**config.mk**
```make
export PLATFORM = sky130hd
export DESIGN_NAME = score_tracker
export DESIGN_NICKNAME = d
export VERILOG_FILES = /design/src/rtl/score_tracker.sv
export SDC_FILE = /design/constraint.sdc
export NUM_CORES = 1
export LEC_CHECK = 0
export ABC_AREA = 1
export BUFFER_PORTS_ARGS = -buffer_cell sky130_fd_sc_hd__clkbuf_2
export CAP_MARGIN = 25
export CORE_UTILIZATION = 41
export CTS_CLUSTER_DIAMETER = 40
export CTS_CLUSTER_SIZE = 24
export DETAILED_ROUTE_END_ITERATION = 8
export GPL_TIMING_DRIVEN = 0
export PLACE_DENSITY_LB_ADDON = 0.2
export SYNTH_ARGS = -nofsm -noshare
export SYNTH_HDL_FRONTEND = slang
export SYNTH_SLANG_ARGS = --single-unit
export TNS_END_PERCENT = 100
```
**constraint.sdc**
```tcl
create_clock -name clk -period 5.3 [get_ports clk]
set_input_delay 0.795 -clock clk [delete_from_list [all_inputs] [get_ports clk]]
set_output_delay 0.795 -clock clk [all_outputs]
set_load 0.02 [all_outputs]
```
**src/rtl/score_tracker.sv**
```systemverilog
// score_tracker: live 4-digit BCD score, session high score and display-select flag.
// Latency: every output is registered; an input sampled at edge N is visible after edge N
// (the show button reaches displayState at its 3rd sampled-high edge). No backpressure.
module score_tracker #(
  parameter int SHOW_CYCLES = 50000000
) (
  input  logic       clk,
  input  logic       rst,
  input  logic       inc,
  input  logic       clear_score,
  input  logic       show_btn,
  output logic [3:0] BCD3,
  output logic [3:0] BCD2,
  output logic [3:0] BCD1,
  output logic [3:0] BCD0,
  output logic [3:0] HS3,
  output logic [3:0] HS2,
  output logic [3:0] HS1,
  output logic [3:0] HS0,
  output logic       displayState,
  output logic       new_high
);

  // Timer only needs to hold SHOW_CYCLES-1.
  localparam int TW = (SHOW_CYCLES > 2) ? $clog2(SHOW_CYCLES) : 1;
  localparam logic [TW-1:0] TIMER_LOAD = TW'(SHOW_CYCLES - 1);

  logic [15:0]   score;
  logic [15:0]   hs;
  logic [3:0]    digit    [4];
  logic [3:0]    digit_nx [4];
  logic          carry;
  logic          at_max;
  logic          is_higher;
  logic          sync1;
  logic          sync2;
  logic          prev;
  logic          show_rise;
  logic [TW-1:0] timer;

  assign score = {BCD3, BCD2, BCD1, BCD0};
  assign hs    = {HS3, HS2, HS1, HS0};

  // Packed BCD keeps numeric order, so one unsigned compare equals the
  // digit-wise compare from the most significant digit.
  assign is_higher = (score > hs);
  assign at_max    = (score == 16'h9999);
  assign show_rise = sync2 & ~prev;

  // Decimal +1 with ripple carry from units upward; saturation handled by the register.
  always_comb begin
    digit[0] = BCD0;
    digit[1] = BCD1;
    digit[2] = BCD2;
    digit[3] = BCD3;
    carry    = 1'b1;
    for (int i = 0; i < 4; i++) begin
      digit_nx[i] = digit[i];
      if (carry) begin
        if (digit[i] == 4'd9) begin
          digit_nx[i] = 4'd0;
        end else begin
          digit_nx[i] = digit[i] + 4'd1;
          carry       = 1'b0;
        end
      end
    end
  end

  // Score register: clear wins over inc, inc holds at 9999.
  always_ff @(posedge clk or posedge rst) begin
    if (rst) begin
      {BCD3, BCD2, BCD1, BCD0} <= 16'h0000;
    end else if (clear_score) begin
      {BCD3, BCD2, BCD1, BCD0} <= 16'h0000;
    end else if (inc && !at_max) begin
      {BCD3, BCD2, BCD1, BCD0} <= {digit_nx[3], digit_nx[2], digit_nx[1], digit_nx[0]};
    end
  end

  // High-score commit using the pre-edge score, with a one-cycle new_high pulse.
  always_ff @(posedge clk or posedge rst) begin
    if (rst) begin
      {HS3, HS2, HS1, HS0} <= 16'h0000;
      new_high             <= 1'b0;
    end else begin
      new_high <= clear_score && is_higher;
      if (clear_score && is_higher) begin
        {HS3, HS2, HS1, HS0} <= score;
      end
    end
  end

  // Two-flop synchroniser for the raw button plus a delayed copy for edge detect.
  always_ff @(posedge clk or posedge rst) begin
    if (rst) begin
      sync1 <= 1'b0;
      sync2 <= 1'b0;
      prev  <= 1'b0;
    end else begin
      sync1 <= show_btn;
      sync2 <= sync1;
      prev  <= sync2;
    end
  end

  // View timer: each rising edge (re)starts a SHOW_CYCLES-long high-score view.
  always_ff @(posedge clk or posedge rst) begin
    if (rst) begin
      displayState <= 1'b0;
      timer        <= '0;
    end else if (show_rise) begin
      displayState <= 1'b1;
      timer        <= TIMER_LOAD;
    end else if (displayState) begin
      if (timer == '0) begin
        displayState <= 1'b0;
      end else begin
        timer <= timer - TW'(1);
      end
    end
  end

endmodule

```
# [Word level (Yosys, flattened, before mapping)]
# Index checks and enable logic that the tools add are counted.
[classes] add_sub_neg=5 n_lt_le_gt_ge=1 n_eq_ne=6 muxes=26 bitwise=2 reduce_logical=13
[op_table] cell="$mux 26" n=3
[op_table] cell="$mux 4" n=15
[op_table] cell="$logic_not 26->1" n=1
[op_table] cell="$sub 26x1->26 const B" n=1
[op_table] cell="$add 4x1->4 const B" n=4
[op_table] cell="$eq 16x16->1 const B" n=1
[op_table] cell="$eq 4x4->1 const B" n=4
[op_table] cell="$gt 16x16->1" n=1
[op_table] cell="$reduce_bool 2->1" n=5
[op_table] cell="$mux 1" n=8
[op_table] cell="$reduce_and 2->1" n=4
[op_table] cell="$logic_and 1x1->1" n=2
[op_table] cell="$ne 2x2->1 const B" n=1
[op_table] cell="$and 1x1->1" n=1
[op_table] cell="$logic_not 1->1" n=1
[op_table] cell="$not 1->1" n=1
[word_totals] ff_bits=63 in_bits=5 out_inout_bits=34 word_cells=67

# [Logic depth before layout (Yosys ltp)]
[logic_depth] depth_word=7 mapped_depth=15 depth_no_buf=14

# [Least setup slack after synthesis]
# OpenSTA, ideal clock, no wires.
[synth_timing] path_kind="reg-to-reg" start="register BCD1[3]" end="register HS3[0]" setup_ps=118 arrival_ps=1756 required_ps=5182 slack_ps=3426 path_stages_with_launch=11 path_buffers=1 period_less_slack_ps=1874 path_cell_list="dfrtp_1 ha_1 nand2_1 nor2_1 nand4_1 nor2_1 nor2_2 nand2_1 buf_2 nand2_1 nand2_1"
[synth_via] elab_chain_len=2
[synth_rtl] item="from (decl)" line_no="14" source="output logic [3:0] BCD1,"
[synth_rtl] item="from (signal assigned)" line_no="77" source="{BCD3, BCD2, BCD1, BCD0} <= {digit_nx[3], digit_nx[2], digit_nx[1], digit_nx[0]};"
[synth_rtl] item="$gt 16x16->1" line_no="46" source="assign is_higher = (score > hs);"
[synth_rtl] item="$logic_and 1x1->1" line_no="88" source="if (clear_score && is_higher) begin"
[synth_rtl] item="to (signal assigned)" line_no="89" source="{HS3, HS2, HS1, HS0} <= score;"
[synth_rtl] item="to (decl)" line_no="16" source="output logic [3:0] HS3,"
# Every way passes these cells.
# A chain may end at the register's enable or synchronous reset.

# [Worst setup path after layout]
[layout_timing] start="register BCD1[3]" end="register HS3[1]"
# Same word-level chain as after synthesis.

==> metrics list <==
* Post-synth design cell area: 0.00401 mm^2
* Worst Reg-to-Reg Cells: 10
- Total negative slack: 0 ns
- For this design the top-level I/O count stands at 39.
- Of the available clock period, the critical path in the final layout requires 40.4%.
* Floorplan die area: 0.0102 mm^2
- The area growth from synthesis to layout is 14.2%.
* Post-Synthesis Mean Instance Area: 7.52 um^2
- Yosys warnings: 0
- Total half-perimeter wirelength after legalization and detailed placement: 6930 um
* Hold crit path type: flop to flop
* Synth Register Bits: 63
- Power density over the cells: 338 mW/mm^2
* Number of buffers created by CTS: 9
* Classification of the worst setup path: flop to flop
- In this run, synthesis inferred 0 flip-flops with an integrated enable.
- Measured against its own limit, the worst slew margin works out to 51.3%.
* Arrival time of data at the critical path endpoint: 2.44 ns
- The number of different library cells used by synthesis comes to 32.
* Clock-pin slew on the worst setup and hold paths: 0.08 ns
- Vias after detailed routing: 3,521
- The number of global-route vias before repair was 3,392.
- The count of final max-slew check failures was 0.
* Worst setup SP type: flop
* Number of endpoints failing setup at the final stage: 0
- Min-Delay Path Depth: 0
* Routed wirelength normalized by instance count: 12.5 um
* Maximum resistive drop on vdd: 0.132 mV
* # diodes: 0
* Drt via density: 4.90
* Total number of clock tree sinks: 63
- Global placer's final weighted congestion: 0.844
* Standard cell core area: 0.00937 mm^2
* Share of the yosys chip area belonging to registers: 39.3%
* # DRC: 0
- Critical path's largest stage delay: 0.48 ns
* Total routing resource utilization after global routing: 19.8%
- Wires add up to 8950 um.
- The root buffer cell chosen for the clock tree is sky130_fd_sc_hd__clkbuf_8.
- # Max-Cap Violations: 0
- Clock skew after layout: 0.0112 ns
- Final Worst Setup Slack: 3.16 ns
- Final hold vios: 0
* Actual transition at the worst max-transition pin: 0.729 ns
* Final standard cell utilization of the core: 48.9%
- Count of instances resized after the clock tree is built: 0
* CTS max path bufs: 2
- TritonCTS built the clock tree.
- Entering global routing, the biggest net connects 34 pins.
* Largest fanout on the critical path: 10
- Clock latency on the worst-skew pair: 0.36 ns
- Place WS: 3.13 ns
- RSZ-0062 raised after global routing: false
- Once the clock tree was built, the setup fixing pass inserted 0 buffers.
- Initial cell density of the core: 42.8%
- In this run the core area contains 35 standard-cell rows.
- Post-route minimum period: 2.14 ns
- For the worst setup path, the data required time is 5.60 ns.
- Among all flip-flop cells after synthesis, the most frequent one is sky130_fd_sc_hd__dfrtp_1.
- Vertical die dimension: 101 um
- In this run, post-CTS hold repair placed 0 buffers.
* Remaining Overflow, GRT: 0
- Port Buffers: 38
- Cells traversed along the worst timing path: ha_1 -> nand2_1 -> nor2_1 -> nand4_1 -> nor2_1 -> nor2_2 -> nand2_1 -> buf_2 -> nand2_1 -> nand2_1
- Result of the run: finished clean
- Die width: 101 um
* Initial antenna violation count: 0
- Post-synthesis instance total: 534
* Residual antenna-violating net count after detailed routing: 0
* Fraction of final layout cells sized beyond drive strength 1: 16.3%
- STA classifies the critical path endpoint as a flop.
* F_max: 467 MHz
- In this run, the number of DRC markers left after iteration 0 of detailed routing was 93.
- Summed over all cells, the static leakage comes to 0.00248 uW.
* Library cell appearing most often on the critical path: sky130_fd_sc_hd__nand2_1
- The final layout contains 614 nets.
- Detailed-router iteration count before antenna repair: 5
* # H-tree levels: 3
- The slowest stage of the critical path is the sky130_fd_sc_hd__dfrtp_1 cell.
- The first global-routing pass estimated 15,600 um of wire.
- Power comes to 1550 uW.
* Asr flop ratio synth: 100%
* Post-synth net total: 564
[state kept, by name, indices dropped and copies added, names as in the netlist]
name          cells
BCD0              4
BCD1              4
BCD2              4
BCD3              4
HS0               4
HS1               4
HS2               4
HS3               4
displayState      1
new_high          1
prev              1
sync1             1
sync2             1
timer            26
[layer usage]
metal	track usage, %	vias up	part of all wire (%)
met5	0	-	0
met4	8.70	0	2.1
met3	3.88	18	3.3
met2	35.2	68	50
met1	23.1	1618	44
li1	-	1817	-
[cell families after synthesis]
logic type | count (synthesis) | synth area share [%]
and+or+nand+nor | 328 | 36.9
buffers and inverters | 71 | 7.76
DFF | 63 | 39.3
AOI/OAI and AO/OA | 38 | 6.30
adders and majority gates | 25 | 7.79
xor gates and xnor gates | 9 | 1.96
[path summary, 6_finish.rpt]
check,start,endpoint,slack [ns]
setup / recovery,BCD1[3],HS3[1],3.16
hold / removal,sync1,sync2,0.36
setup reg to reg,BCD1[3],HS3[1],3.16
hold reg to reg,sync1,sync2,0.36
max in group asynchronous,rst,HS2[3],4.14
min in group asynchronous,rst,HS2[0],0.54
[cells in the final DEF (no fill, tap or decap), types with 5 or more instances in the layout]
master,Yosys,routed
sky130_fd_sc_hd__clkbuf_2,0,38
sky130_fd_sc_hd__xor2_1,8,8
sky130_fd_sc_hd__nand3b_1,5,5
sky130_fd_sc_hd__nand2_1,166,166
sky130_fd_sc_hd__o21ai_2,11,11
sky130_fd_sc_hd__nor2_2,5,5
sky130_fd_sc_hd__ha_1,25,25
sky130_fd_sc_hd__o21ai_0,14,14
sky130_fd_sc_hd__dfrtp_1,63,63
sky130_fd_sc_hd__nand4_1,15,15
sky130_fd_sc_hd__clkbuf_1,5,6
sky130_fd_sc_hd__a21oi_1,7,7
sky130_fd_sc_hd__nand2_2,7,7
sky130_fd_sc_hd__nand3_1,64,64
sky130_fd_sc_hd__inv_1,59,58
sky130_fd_sc_hd__clkbuf_8,0,9
sky130_fd_sc_hd__nor2_1,53,53
[layout make-up]
class                      count  area, um^2
sequential                    63        1580
multi-input combinational    400        2130
fill                         957        4790
inverter                      61         234
tap                          129         161
clock buffer                  10         128
timing repair buffer          39         210
buffer                        10        77.6
clock inverter                 6        70.1
[per-stage QoR]
step	cell area, um^2	instances	hold WS (ns)
final	4580	718	0.365
after global routing	4580	718	0.379
after CTS	4580	718	0.364
after detailed placement	4390	702	0.335
after global placement	4370	701	0.336
after floorplan	4010	534	0.331
[power by group]
group,leakage [uW],switching [uW],internal (uW),total (uW)
Combinational,0.00162,346,166,512
Clock,0.0000891,205,219,424
Sequential,0.000766,70.6,543,613
Total,0.00248,621,928,1550
[worst max-delay path, delay by kind of cell (launching register included)]
family / cells / cell delay, ns
AND/OR/NAND/NOR: 8 / 0.96
flip-flops: 1 / 0.48
adder cells (fa/ha/maj): 1 / 0.35
buffers and inverters: 1 / 0.28
[Yosys cell counts, types with 5 or more instances]
master / number / share of area (%)
sky130_fd_sc_hd__ha_1: 25 / 7.8
sky130_fd_sc_hd__nand3b_1: 5 / 0.94
sky130_fd_sc_hd__nand2_2: 7 / 1.1
sky130_fd_sc_hd__dfrtp_1: 63 / 39
sky130_fd_sc_hd__inv_1: 59 / 5.5
sky130_fd_sc_hd__nor2_1: 53 / 5.0
sky130_fd_sc_hd__nand3_1: 64 / 8.0
sky130_fd_sc_hd__nor2_2: 5 / 0.78
sky130_fd_sc_hd__o21ai_2: 11 / 2.4
sky130_fd_sc_hd__o21ai_0: 14 / 1.7
sky130_fd_sc_hd__nand4_1: 15 / 2.3
sky130_fd_sc_hd__xor2_1: 8 / 1.7
sky130_fd_sc_hd__nand2_1: 166 / 16
sky130_fd_sc_hd__clkbuf_1: 5 / 0.47
sky130_fd_sc_hd__a21oi_1: 7 / 0.87
(Power assumes the default switching activity.)
